**src/rtl/multiplier_seq_if.sv**
```systemverilog
// Start/stall/done handshake bundle shared by the execute-stage multiply unit.
// master = execute-stage control, slave = multiplier.
interface multiplier_seq_if;
    logic        mul_start;
    logic [2:0]  mul_op;
    logic [31:0] multiplicand;
    logic [31:0] multiplier;
    logic [31:0] product;
    logic        mul_stall;
    logic        mul_done;

    modport master (
        output mul_start,
        output mul_op,
        output multiplicand,
        output multiplier,
        input  product,
        input  mul_stall,
        input  mul_done
    );

    modport slave (
        input  mul_start,
        input  mul_op,
        input  multiplicand,
        input  multiplier,
        output product,
        output mul_stall,
        output mul_done
    );
endinterface

```
**src/rtl/multiplier_seq.sv**
```systemverilog
// Sequential RV32M multiplier (MUL/MULH/MULHSU/MULHU): radix-2 shift-add on operand
// magnitudes, one bit per cycle, followed by a single sign fix-up cycle.
module multiplier_seq (
    input logic             clk,
    input logic             rst,
    multiplier_seq_if.slave bus
);
    typedef enum logic [1:0] {StIdle, StCompute, StFixup, StDone} state_e;

    state_e      state_q, state_d;
    logic [1:0]  op_q, op_d;
    logic        neg_q, neg_d;
    logic [63:0] mcand_q, mcand_d;
    logic [31:0] mplier_q, mplier_d;
    logic [63:0] acc_q, acc_d;
    logic [4:0]  cnt_q, cnt_d;
    logic [31:0] product_q, product_d;

    logic        accept;
    logic        rs1_signed;
    logic        rs2_signed;
    logic        rs1_neg;
    logic        rs2_neg;
    logic [31:0] mag_a;
    logic [31:0] mag_b;
    logic [63:0] acc_fix;
    logic        stall;
    logic        done;

    // Operand decode uses the live inputs; only meaningful in the accept cycle.
    always_comb begin
        accept     = bus.mul_start & ~bus.mul_op[2];
        rs1_signed = (bus.mul_op[1:0] != 2'b11);
        rs2_signed = ~bus.mul_op[1];
        rs1_neg    = rs1_signed & bus.multiplicand[31];
        rs2_neg    = rs2_signed & bus.multiplier[31];
        mag_a      = rs1_neg ? (32'd0 - bus.multiplicand) : bus.multiplicand;
        mag_b      = rs2_neg ? (32'd0 - bus.multiplier) : bus.multiplier;
        acc_fix    = neg_q ? (64'd0 - acc_q) : acc_q;
    end

    always_comb begin
        state_d   = state_q;
        op_d      = op_q;
        neg_d     = neg_q;
        mcand_d   = mcand_q;
        mplier_d  = mplier_q;
        acc_d     = acc_q;
        cnt_d     = cnt_q;
        product_d = product_q;
        stall     = 1'b0;
        done      = 1'b0;

        unique case (state_q)
            StIdle: begin
                if (accept) begin
                    stall    = 1'b1;
                    op_d     = bus.mul_op[1:0];
                    neg_d    = rs1_neg ^ rs2_neg;
                    mcand_d  = {32'd0, mag_a};
                    mplier_d = mag_b;
                    acc_d    = 64'd0;
                    cnt_d    = 5'd0;
                    state_d  = StCompute;
                end
            end
            StCompute: begin
                stall = 1'b1;
                if (mplier_q[0]) begin
                    acc_d = acc_q + mcand_q;
                end
                mcand_d  = {mcand_q[62:0], 1'b0};
                mplier_d = {1'b0, mplier_q[31:1]};
                cnt_d    = cnt_q + 5'd1;
                if (cnt_q == 5'd31) begin
                    state_d = StFixup;
                end
            end
            StFixup: begin
                stall     = 1'b1;
                acc_d     = acc_fix;
                product_d = (op_q == 2'b00) ? acc_fix[31:0] : acc_fix[63:32];
                state_d   = StDone;
            end
            StDone: begin
                done    = 1'b1;
                state_d = StIdle;
            end
            default: state_d = StIdle;
        endcase
    end

    always_ff @(posedge clk or posedge rst) begin
        if (rst) begin
            state_q   <= StIdle;
            op_q      <= 2'b00;
            neg_q     <= 1'b0;
            mcand_q   <= 64'd0;
            mplier_q  <= 32'd0;
            acc_q     <= 64'd0;
            cnt_q     <= 5'd0;
            product_q <= 32'd0;
        end else begin
            state_q   <= state_d;
            op_q      <= op_d;
            neg_q     <= neg_d;
            mcand_q   <= mcand_d;
            mplier_q  <= mplier_d;
            acc_q     <= acc_d;
            cnt_q     <= cnt_d;
            product_q <= product_d;
        end
    end

    assign bus.product   = product_q;
    assign bus.mul_stall = stall;
    assign bus.mul_done  = done;
endmodule
```
**src/flat_wrapper.sv**
```systemverilog
// flat-port wrapper written by rule: the top's interface ports become plain ports
module multiplier_seq_flat 
  (clk, rst, bus_mul_start, bus_mul_op, bus_multiplicand, bus_multiplier, bus_product, bus_mul_stall, bus_mul_done);
  multiplier_seq_if bus_i ();
  input logic clk;
  input logic rst;
  input wire logic [$bits(bus_i.mul_start)-1:0] bus_mul_start;
  input wire logic [$bits(bus_i.mul_op)-1:0] bus_mul_op;
  input wire logic [$bits(bus_i.multiplicand)-1:0] bus_multiplicand;
  input wire logic [$bits(bus_i.multiplier)-1:0] bus_multiplier;
  output wire logic [$bits(bus_i.product)-1:0] bus_product;
  output wire logic [$bits(bus_i.mul_stall)-1:0] bus_mul_stall;
  output wire logic [$bits(bus_i.mul_done)-1:0] bus_mul_done;
  assign bus_i.mul_start = bus_mul_start;
  assign bus_i.mul_op = bus_mul_op;
  assign bus_i.multiplicand = bus_multiplicand;
  assign bus_i.multiplier = bus_multiplier;
  assign bus_product = bus_i.product;
  assign bus_mul_stall = bus_i.mul_stall;
  assign bus_mul_done = bus_i.mul_done;
  multiplier_seq u_core (.clk(clk), .rst(rst), .bus(bus_i));
endmodule
```
**config.mk**
```make
export PLATFORM = sky130hd
export DESIGN_NAME = multiplier_seq_flat
export DESIGN_NICKNAME = d
export VERILOG_FILES = /design/src/rtl/multiplier_seq_if.sv /design/src/rtl/multiplier_seq.sv /design/src/flat_wrapper.sv
export SDC_FILE = /design/constraint.sdc
export NUM_CORES = 1
export LEC_CHECK = 0
export CORE_MARGIN = 5
export CORE_UTILIZATION = 61
export CTS_CLUSTER_SIZE = 8
export DETAILED_ROUTE_END_ITERATION = 6
export PLACE_DENSITY = 0.84
export SYNTH_ARGS = -nofsm -noshare
export SYNTH_HDL_FRONTEND = slang
export SYNTH_SLANG_ARGS = --single-unit
```
**constraint.sdc**
```tcl
create_clock -name clk -period 8.1 [get_ports clk]
set_input_delay 1.62 -clock clk [delete_from_list [all_inputs] [get_ports clk]]
set_output_delay 1.62 -clock clk [all_outputs]
set_load 0.05 [all_outputs]
```
==> summary.txt <==
Run status
  – Status: completed

Yosys
  – Yosys warning count: 0
  – Synthesized area per cell: 7.99 µm²
  – Flops & latches, synth: 202
  – Gate Count Post-Synth: 1,902
  – Sequential area share after synthesis: 33.3%
  – Yosys cell types: 72
  – Top post-synthesis cells by area: dfrtp_1 33%, o21ai_0 7.0%, a21oi_1 6.5%, ha_1 5.9%, nand2_1 5.7%
  – Mapped Nets: 2,045
  – Ys async rst share: 100%
  – Synth top area share: 33.3%
  – Synth area leader: dfrtp_1
  – Dominant synthesized flop cell: dfrtp_1
  – Cell Area, Synth: 0.0152 mm²
  – Number of synthesized flops with an enable pin: 0

Run
  – Max Cap Viol: 0

Timing
  – Period minus WS final: 5130 ps
  – Rel. slew slack: 25.9%
  – Max Freq: 0.195 GHz
  – Clock Skews: 23.2 ps
  – Slew @ Worst Pin: 1110 ps
  – Final Setup Violations: 0
  – Setup TNS: 0 ps
  – Fin crit share: 63.4%
  – RSZ-0062 raised after global routing: false
  – Max Slew Vio Count: 0
  – Final hold violations: 0

Global route
  – First-pass GRT wire length: 72,700 µm
  – Grt total ovfl: 0
  – Initial antenna violation count: 0
  – Vias in the first global route: 14,100
  – GR Util met2: 48.7%
  – Met1 Usage GRT: 43.5%
  – Global-route usage over all layers: 30.8%
  – Largest net degree at the start of global routing: 139
  – Met3 Track Usage GR: 5.23%
  – Gr busiest metal: met2

Floorplan
  – Die area: 0.0282 mm²
  – Initial Utilization: 62.1%
  – Die extent in x: 168 µm
  – Number of placement rows: 57
  – Die H: 168 µm
  – IO Pins: 104
  – Core area: 0.0245 mm²

Routing
  – Antenna-violating nets left: 0
  – Detailed Route WL: 44,600 µm
  – Initial drt markers: 1,551
  – Routed vias/inst: 6.59
  – DR WL/cell: 19.7 µm
  – Drt first pass iters: 6
  – Vias: 14,900
  – DRC: 0

Clocking
  – TritonCTS clock tree: built
  – H-tree levels: 1
  – Postcts setup bufs: 0
  – Hold Buf Count CTS: 0
  – CTS Buf Count: 29
  – Clock Path Buffers: 3
  – Post-CTS Resized: 0
  – Worst-Skew Late Latency: 550 ps
  – Root Buffer: clkbuf_16
  – Reg clk slew, reported paths: 50 ps
  – Clk sinks: 202

Finish
  – Layout area overhead: 12.8%
  – Number of diodes: 0
  – Layout cell share with drive strength beyond 1: 4.48%
  – Commonest non-fill, non-tap cell in the layout: nand2_1
  – Number of fillers in the final layout: 2,016
  – Fin nets: 2,080
  – Final core occ: 70.1%
  – Most frequent cells in the layout: 230 x nand2_1, 213 x o21ai_0, 201 x dfrtp_1

Critical path
  – Buf/Inv on CP: 2
  – Most common cell on crit path: clkdlybuf4s50_1
  – Arrival @ worst endpoint: 3510 ps
  – CP delay by family, top: buffers and inverters
  – CP Launch Type: input pin
  – CP peak stage delay: 830 ps
  – Worst EP required: 6480 ps
  – Critical Path, Cell by Cell: clkdlybuf4s50_1, nand3b_1, a21oi_1, clkdlybuf4s50_1
  – WS Path Type: in -> out
  – Crit-path max FO: 10
  – Crit-path slowest cell: clkdlybuf4s50_1
  – Critical path endpoint category: primary output

Place
  – RePlAce Congestion: 0.950
  – IO buf count: 103
  – HPWL after DPL: 32,500 µm

Power
  – Total chip power: 0.00704 W
  – PD cells: 410 mW/mm²
  – P_leak: 7.32 nW
  – Max VDD drop: 0.397 mV

Hold path
  – Min-delay worst type: reg -> reg
==> cell families after synthesis <==
kind of cell	after synthesis	share of synthesized area, %
xor+xnor	168	9.68
mux	10	0.691
flops	202	33.3
buf+inv	170	4.20
fa+ha+maj	73	6.06
compound gates	684	28.1
simple gates	595	18.1
==> per-layer routing <==
layer / part of all wire, % / vias to the layer above
met4: 3.2 / 0
met2: 45 / 721
met5: 0 / -
met3: 9.3 / 106
li1: - / 6992
met1: 42 / 7108
==> sequential cells by signal, indices dropped and copies added (netlist names) <==
name                cells
u_core.op_q             2
u_core.state_q          2
u_core.neg_q            1
u_core.acc_q           64
u_core.mcand_q         64
u_core.mplier_q        32
u_core.cnt_q            5
u_core.bus.product     32
==> worst reg2reg max path, cell delays in order, from the launching register on <==
cell and delay (ps):
dfrtp_1 470, ha_1 470, nand4_1 210, or3_1 420, o311ai_0 650, o2111ai_1 310, nand2_1 300, a41oi_1 270
o41ai_1 590, mux2i_1 250, o221ai_1 140
==> layout make-up <==
cell class / count / area [µm²] / area share, %
multi-input combinational: 1530 / 9570 / 55.8
sequential: 202 / 5060 / 29.5
timing repair buffer: 118 / 1140 / 6.67
clock buffer: 34 / 764 / 4.46
tap: 324 / 405 / 2.36
inverter: 56 / 218 / 1.27
==> per-stage QoR <==
| step | instances | worst slack (ps) | hold slack, ps | area, µm² |
|---|---|---|---|---|
| finish | 2264 | 2970 | 476 | 17200 |
| global route | 2264 | 2830 | 506 | 17200 |
| CTS | 2264 | 2980 | 475 | 17200 |
| detailed placement | 2230 | 3000 | 462 | 16400 |
| global placement | 2230 | 3010 | 454 | 16400 |
| floorplan | 1902 | 969 | 440 | 15200 |
==> synthesized netlist by cell type (30+ instances only) <==
master and instances:
a21o_1 31, a21oi_1 198, a22o_1 38, clkbuf_1 102, dfrtp_1 202, ha_1 72, inv_1 56, nand2_1 230
nand4_1 30, nor2_1 147, nor3_1 47, o21ai_0 213, xnor2_1 74, xor2_1 94
==> power by group <==
group / total, W / internal [W] / switching, W
combinational: 0.00412 / 0.00141 / 0.00271
clock: 0.00107 / 0.000645 / 0.000423
sequential: 0.00186 / 0.00140 / 0.000455
total: 0.00704 / 0.00345 / 0.00359
==> final timing paths <==
path / from / endpoint / slack [ps] / depth (start not counted)
setup / recovery: bus_mul_op[2] / bus_mul_stall / 2970 / 4
hold / removal: u_core.bus.product[29] / u_core.bus.product[29] / 480 / 1
hold reg to reg: u_core.bus.product[29] / u_core.bus.product[29] / 480 / 1
max in group asynchronous: rst / u_core.neg_q / 4890 / 3
min in group asynchronous: rst / u_core.acc_q[12] / 1720 / 2
setup reg to reg: u_core.acc_q[22] / u_core.acc_q[62] / 3870 / 10
Power figures use the tool's default switching activity.
==> edit 1 (same flow settings) <==
Re-encode `state_e` (4 states) as Gray code, 2 bits wide.
--- a/src/rtl/multiplier_seq.sv
+++ b/src/rtl/multiplier_seq.sv
@@ -5,7 +5,7 @@
     input logic             rst,
     multiplier_seq_if.slave bus
 );
-    typedef enum logic [1:0] {StIdle, StCompute, StFixup, StDone} state_e;
+    typedef enum logic [1:0] {StIdle = 2'b00, StCompute = 2'b01, StFixup = 2'b11, StDone = 2'b10} state_e;
 
     state_e      state_q, state_d;
     logic [1:0]  op_q, op_d;
Formal check against the unedited RTL: same outputs for any inputs over 10 cycles, from zero or initial values and one cycle with rst high; not proved beyond that.
==> edit 1 against the unedited design <==
Wire length down 0.34%. Utilization down 1.1 points. Worst hold slack better by 5.4 ps. Count of clock-buffer cells in the layout down 5. Combinational power up 15%. Power up 9.5%. Design area up 0.11%. Clock skew down 1.5 ps. Sequential cell count unchanged. Die area up 0.50%. Area after synthesis up 0.53%. Worst setup slack better by 190 ps. Highest routed layer unchanged. Register-to-register slack worse by 250 ps. Fmax up 3.9%.
==> edit 1: results (changes against the unedited design) <==
| Metric | Value |
|---|---|
| Outcome | completed |
| Number of inserted diodes | 0 (unchanged) |
| Combined global-route utilization of all metal layers | 30.52% (-0.32 points) |
| Filler Cell Count | 2,008 (-0.40%) |
| Pin count of the biggest net entering global routing | 136 (-2.2%) |
| Arr. time, crit path | 3320 ps (-190 ps) |
| Maximum fanout encountered on the critical timing path | 6 (-4) |
| Share of synthesized registers carrying an async set or reset | 100.0% (unchanged) |
| Count of distinct cell types in the synthesized netlist | 70 (-2.8%) |
| Vias in the first global route | 13,921 (-1.1%) |
| Routed wire length | 44,440 µm (-0.34%) |
| Static leakage power | 7.344 nW (+0.37%) |
| Pre-CTS setup slack | 3058 ps (+61.41 ps) |
| IO buf count | 103 (unchanged) |
| Worst-skew pair later-pin latency | 550 ps (about the same) |
| Top Registers | u_core.acc_q x64, u_core.mcand_q x64 |
| Max Clock Skew | 21.75 ps (-1.461 ps) |
| Worst slew margin relative to its limit | 26.74% (+0.88 points) |
| Placed cells | 2,227 (-0.13%) |
| Post-detail-place hpwl | 32,500 µm (about the same) |
| Worst hold path class | reg -> reg |
| Cell with the biggest individual delay on the critical path | sky130_fd_sc_hd__clkdlybuf4s50_1 |
| Share of final-layout standard cells stronger than drive strength 1 | 4.564% (+0.080 points) |
| Remaining antenna violation count | 0 (unchanged) |
| Number of antenna violations at the first check in global routing | 0 (unchanged) |
| Number of buffers inserted during clock tree synthesis | 29 (unchanged) |
| Detail-routed via count per cell | 6.542 (-0.78%) |
| Setup fix buffers added after clock tree synthesis | 0 (unchanged) |
| Largest cells by area after synthesis | sky130_fd_sc_hd__dfrtp_1 33%, sky130_fd_sc_hd__a21oi_1 6.7%, sky130_fd_sc_hd__o21ai_0 6.3% |
| Reg clk slew, reported paths | 50 ps (about the same) |
| Net count of the finished layout | 2,072 (-0.38%) |
| Htree depth | 1 (unchanged) |
| Starting DRT DRC Count | 1,521 (-1.9%) |
| CTS max path bufs | 3 (unchanged) |
| List of most frequent post-synthesis cells | 224 x sky130_fd_sc_hd__nand2_1, 206 x sky130_fd_sc_hd__a21oi_1, 202 x sky130_fd_sc_hd__dfrtp_1 |
| Net count after synthesis | 2,043 (-0.098%) |
| Post-synthesis cell count | 1,899 (-0.16%) |
| Final weighted congestion in routability-driven placement | 0.9425 (-0.80%) |
| Via count | 14,771 (-1.0%) |
| Post-placement cell area | 16,430 µm² (+0.24%) |
| Maximum ir drop on the vdd rail | 0.3673 mV (-7.4%) |
| Most common flop cell mapped by yosys | sky130_fd_sc_hd__dfrtp_1 |
| Wire length of the first global-routing pass | 71,820 µm (-1.2%) |
| Portion of the post-synthesis area used by sequential elements | 33.07% (-0.18 points) |
| # clock sinks | 202 (unchanged) |
| Gates resized, CTS repair | 0 (unchanged) |
==> edit 1: path summary, 6_finish.rpt <==
check,startpoint,end,slack (ps),cells after the start
max,bus_mul_op[2],bus_mul_stall,3160,4
max reg2reg,u_core.acc_q[22],u_core.acc_q[63],3620,12
max in group asynchronous,rst,u_core.mplier_q[0],4970,3
min reg2reg,u_core.mplier_q[6],u_core.mplier_q[6],480,2
min in group asynchronous,rst,u_core.bus.product[5],1620,2
min,u_core.mplier_q[6],u_core.mplier_q[6],480,2
==> edit 1: cell families after synthesis <==
| kind of cell | count (synthesis) | synth area share, % |
|---|---|---|
| muxes | 24 | 1.686 |
| AOI/OAI and AO/OA | 670 | 27.56 |
| adders and majority gates | 74 | 6.107 |
| xor gates and xnor gates | 166 | 9.513 |
| buffers and inverters | 160 | 3.930 |
| DFF | 202 | 33.07 |
| and+or+nand+nor | 603 | 18.13 |
==> edit 1: layout make-up <==
class	count	area, µm²	share of cell area, %
inverters	40	157.7	0.9180
clock buffers	29	725.7	4.226
flip-flops and latches	202	5055	29.43
multi-input cells	1537	9662	56.26
clock inverters	2	17.52	0.1020
repair buffers	118	1144	6.659
well taps	330	412.9	2.404
==> edit 1: critical path: cells and delay by family <==
family	cells	cell delay, ps
compound gates	1	200
buf+inv	2	1220
simple gates	1	280
==> edit 1: metal layers <==
metal	share of wire, %	up-vias	track usage, %
met3	9.4	107	4.907
met5	0	-	0
li1	-	6944	-
met2	45	683	48.15
met4	3.6	0	10.23
met1	42	7037	43.08
==> edit 1: power by group <==
part           internal (mW)  switching, mW  leakage (nW)
Clock                  0.623          0.436         0.366
Sequential              1.43          0.494          2.57
Combinational           1.66           3.07          4.41
==> edit 2 (same settings) <==
Without the edit above. Reset style: synchronous (`rst`), changed in one clocked block.
--- a/src/rtl/multiplier_seq.sv
+++ b/src/rtl/multiplier_seq.sv
@@ -90,7 +90,7 @@
         endcase
     end
 
-    always_ff @(posedge clk or posedge rst) begin
+    always_ff @(posedge clk) begin
         if (rst) begin
             state_q   <= StIdle;
             op_q      <= 2'b00;
Formal check against the unedited RTL: differs if rst is asserted again (counterexample within 4 cycles, from zero or initial values and one cycle with rst high); with rst held inactive, the same outputs for 10 cycles.
==> edit 2 against the unedited design <==
Utilization decreased by 0.71 points. Worst setup slack improved by 89 ps. Non-clock buffer count did not move. Sequential cell count did not move. Die area fell by 0.55%. Design area down 1.3%. Wire length up 0.91%. Sequential share of layout area is 5.6 points lower. Area after synthesis shrank 0.58%.
Power is not compared: it rests on default switching activity, and its combinational part moved more than twofold at a synthesized area within 25%.
==> edit 2: results (changes against the unedited design) <==
| Metric | Value |
|---|---|
| Post-placement cell area | 16,170 µm² (-1.4%) |
| Worst path top cell family by delay | compound AO/OA/AOI/OAI gates |
| Number of search-and-repair iterations in the first detailed-routing pass | 7 (+1) |
| Critical R2R Launch | u_core.mcand_q[0] |
| Number of clock buffers in the layout | 31 (-8.8%) |
| Wire length of the first global-routing pass | 72,680 µm (about the same) |
| FF-to-FF End | u_core.acc_q[48] |
| Combined flip-flop and latch cell area | 4045 µm² (-20%) |
| Starting DRT DRC Count | 1,828 (+18%) |
| Met1 Resource Use GR | 42.78% (-0.75 points) |
| Met2 Resource Use GR | 48.40% (-0.28 points) |
| Hold endpoint | u_core.mplier_q[31] |
| Data-path buffer share of cell area in the final layout | 6.761% (+0.095 points) |
| Non-CTS inverters | 32 (-43%) |
| Cell with the biggest individual delay on the critical path | sky130_fd_sc_hd__nand3_2 |
| Placed cells | 2,414 (+8.3%) |
| Routed wire length | 45,000 µm (+0.91%) |
| Layout multi-input combinational cell count | 1,738 (+14%) |
| Outcome | completed |
| Pin count of the biggest net entering global routing | 130 (-6.5%) |
| Share of synthesized registers carrying an async set or reset | 0% (-100 points) |
| Grt met3 use | 4.738% (-0.49 points) |
| Number of cells on the worst hold path | 2 (+1) |
| Delay of the slowest critical-path stage | 1000 ps (+170 ps) |
| Flop-to-flop setup slack | 3950 ps (+80 ps) |
| Average routed wire per standard cell | 18.40 µm (-6.6%) |
| Arr. time, crit path | 5460 ps (+1950 ps) |
| Worst slew margin relative to its limit | 19.90% (-6.0 points) |
| Detail-routed via count per cell | 6.413 (-2.7%) |
## edit 2: changes by cell type after synthesis, moves of 17 or more
| cell | unedited run | this run |
|---|---|---|
| sky130_fd_sc_hd__a221oi_1 | 5 | 27 |
| sky130_fd_sc_hd__a22o_1 | 38 | 0 |
| sky130_fd_sc_hd__a22oi_1 | 8 | 43 |
| sky130_fd_sc_hd__clkbuf_1 | 102 | 131 |
| sky130_fd_sc_hd__dfrtp_1 | 202 | 0 |
| sky130_fd_sc_hd__dfxtp_1 | 0 | 202 |
| sky130_fd_sc_hd__inv_1 | 56 | 32 |
| sky130_fd_sc_hd__mux2i_1 | 6 | 23 |
| sky130_fd_sc_hd__nand2_1 | 230 | 382 |
| sky130_fd_sc_hd__nor2_1 | 147 | 192 |
| sky130_fd_sc_hd__nor3_1 | 47 | 66 |
| sky130_fd_sc_hd__o21ai_0 | 213 | 156 |
| sky130_fd_sc_hd__o221ai_1 | 28 | 2 |
| sky130_fd_sc_hd__xnor2_1 | 74 | 95 |
## edit 2: logic make-up (layout without fill, tap and decap cells)
logic type,after synthesis,count (layout),synth area share (%)
mux,23,23,1.523
simple gates,811,811,23.83
xor+xnor,175,175,10.14
buf+inv,176,182,4.396
flops,202,202,26.76
compound gates,656,656,27.26
fa+ha+maj,73,73,6.093
## edit 2: worst max path at each step
| stage | start | to | slack, ps | depth (start not counted) |
|---|---|---|---|---|
| after floorplan | bus_mul_op[2] | bus_mul_stall | 3790 | 2 |
| after global placement | bus_mul_start | u_core.acc_q[61] | 2760 | 11 |
| after detailed placement | bus_mul_start | u_core.acc_q[61] | 2670 | 11 |
| after CTS | bus_mul_op[2] | bus_mul_stall | 3080 | 4 |
| after global routing | bus_mul_start | u_core.acc_q[61] | 2810 | 11 |
| final | bus_mul_start | u_core.acc_q[61] | 3050 | 11 |
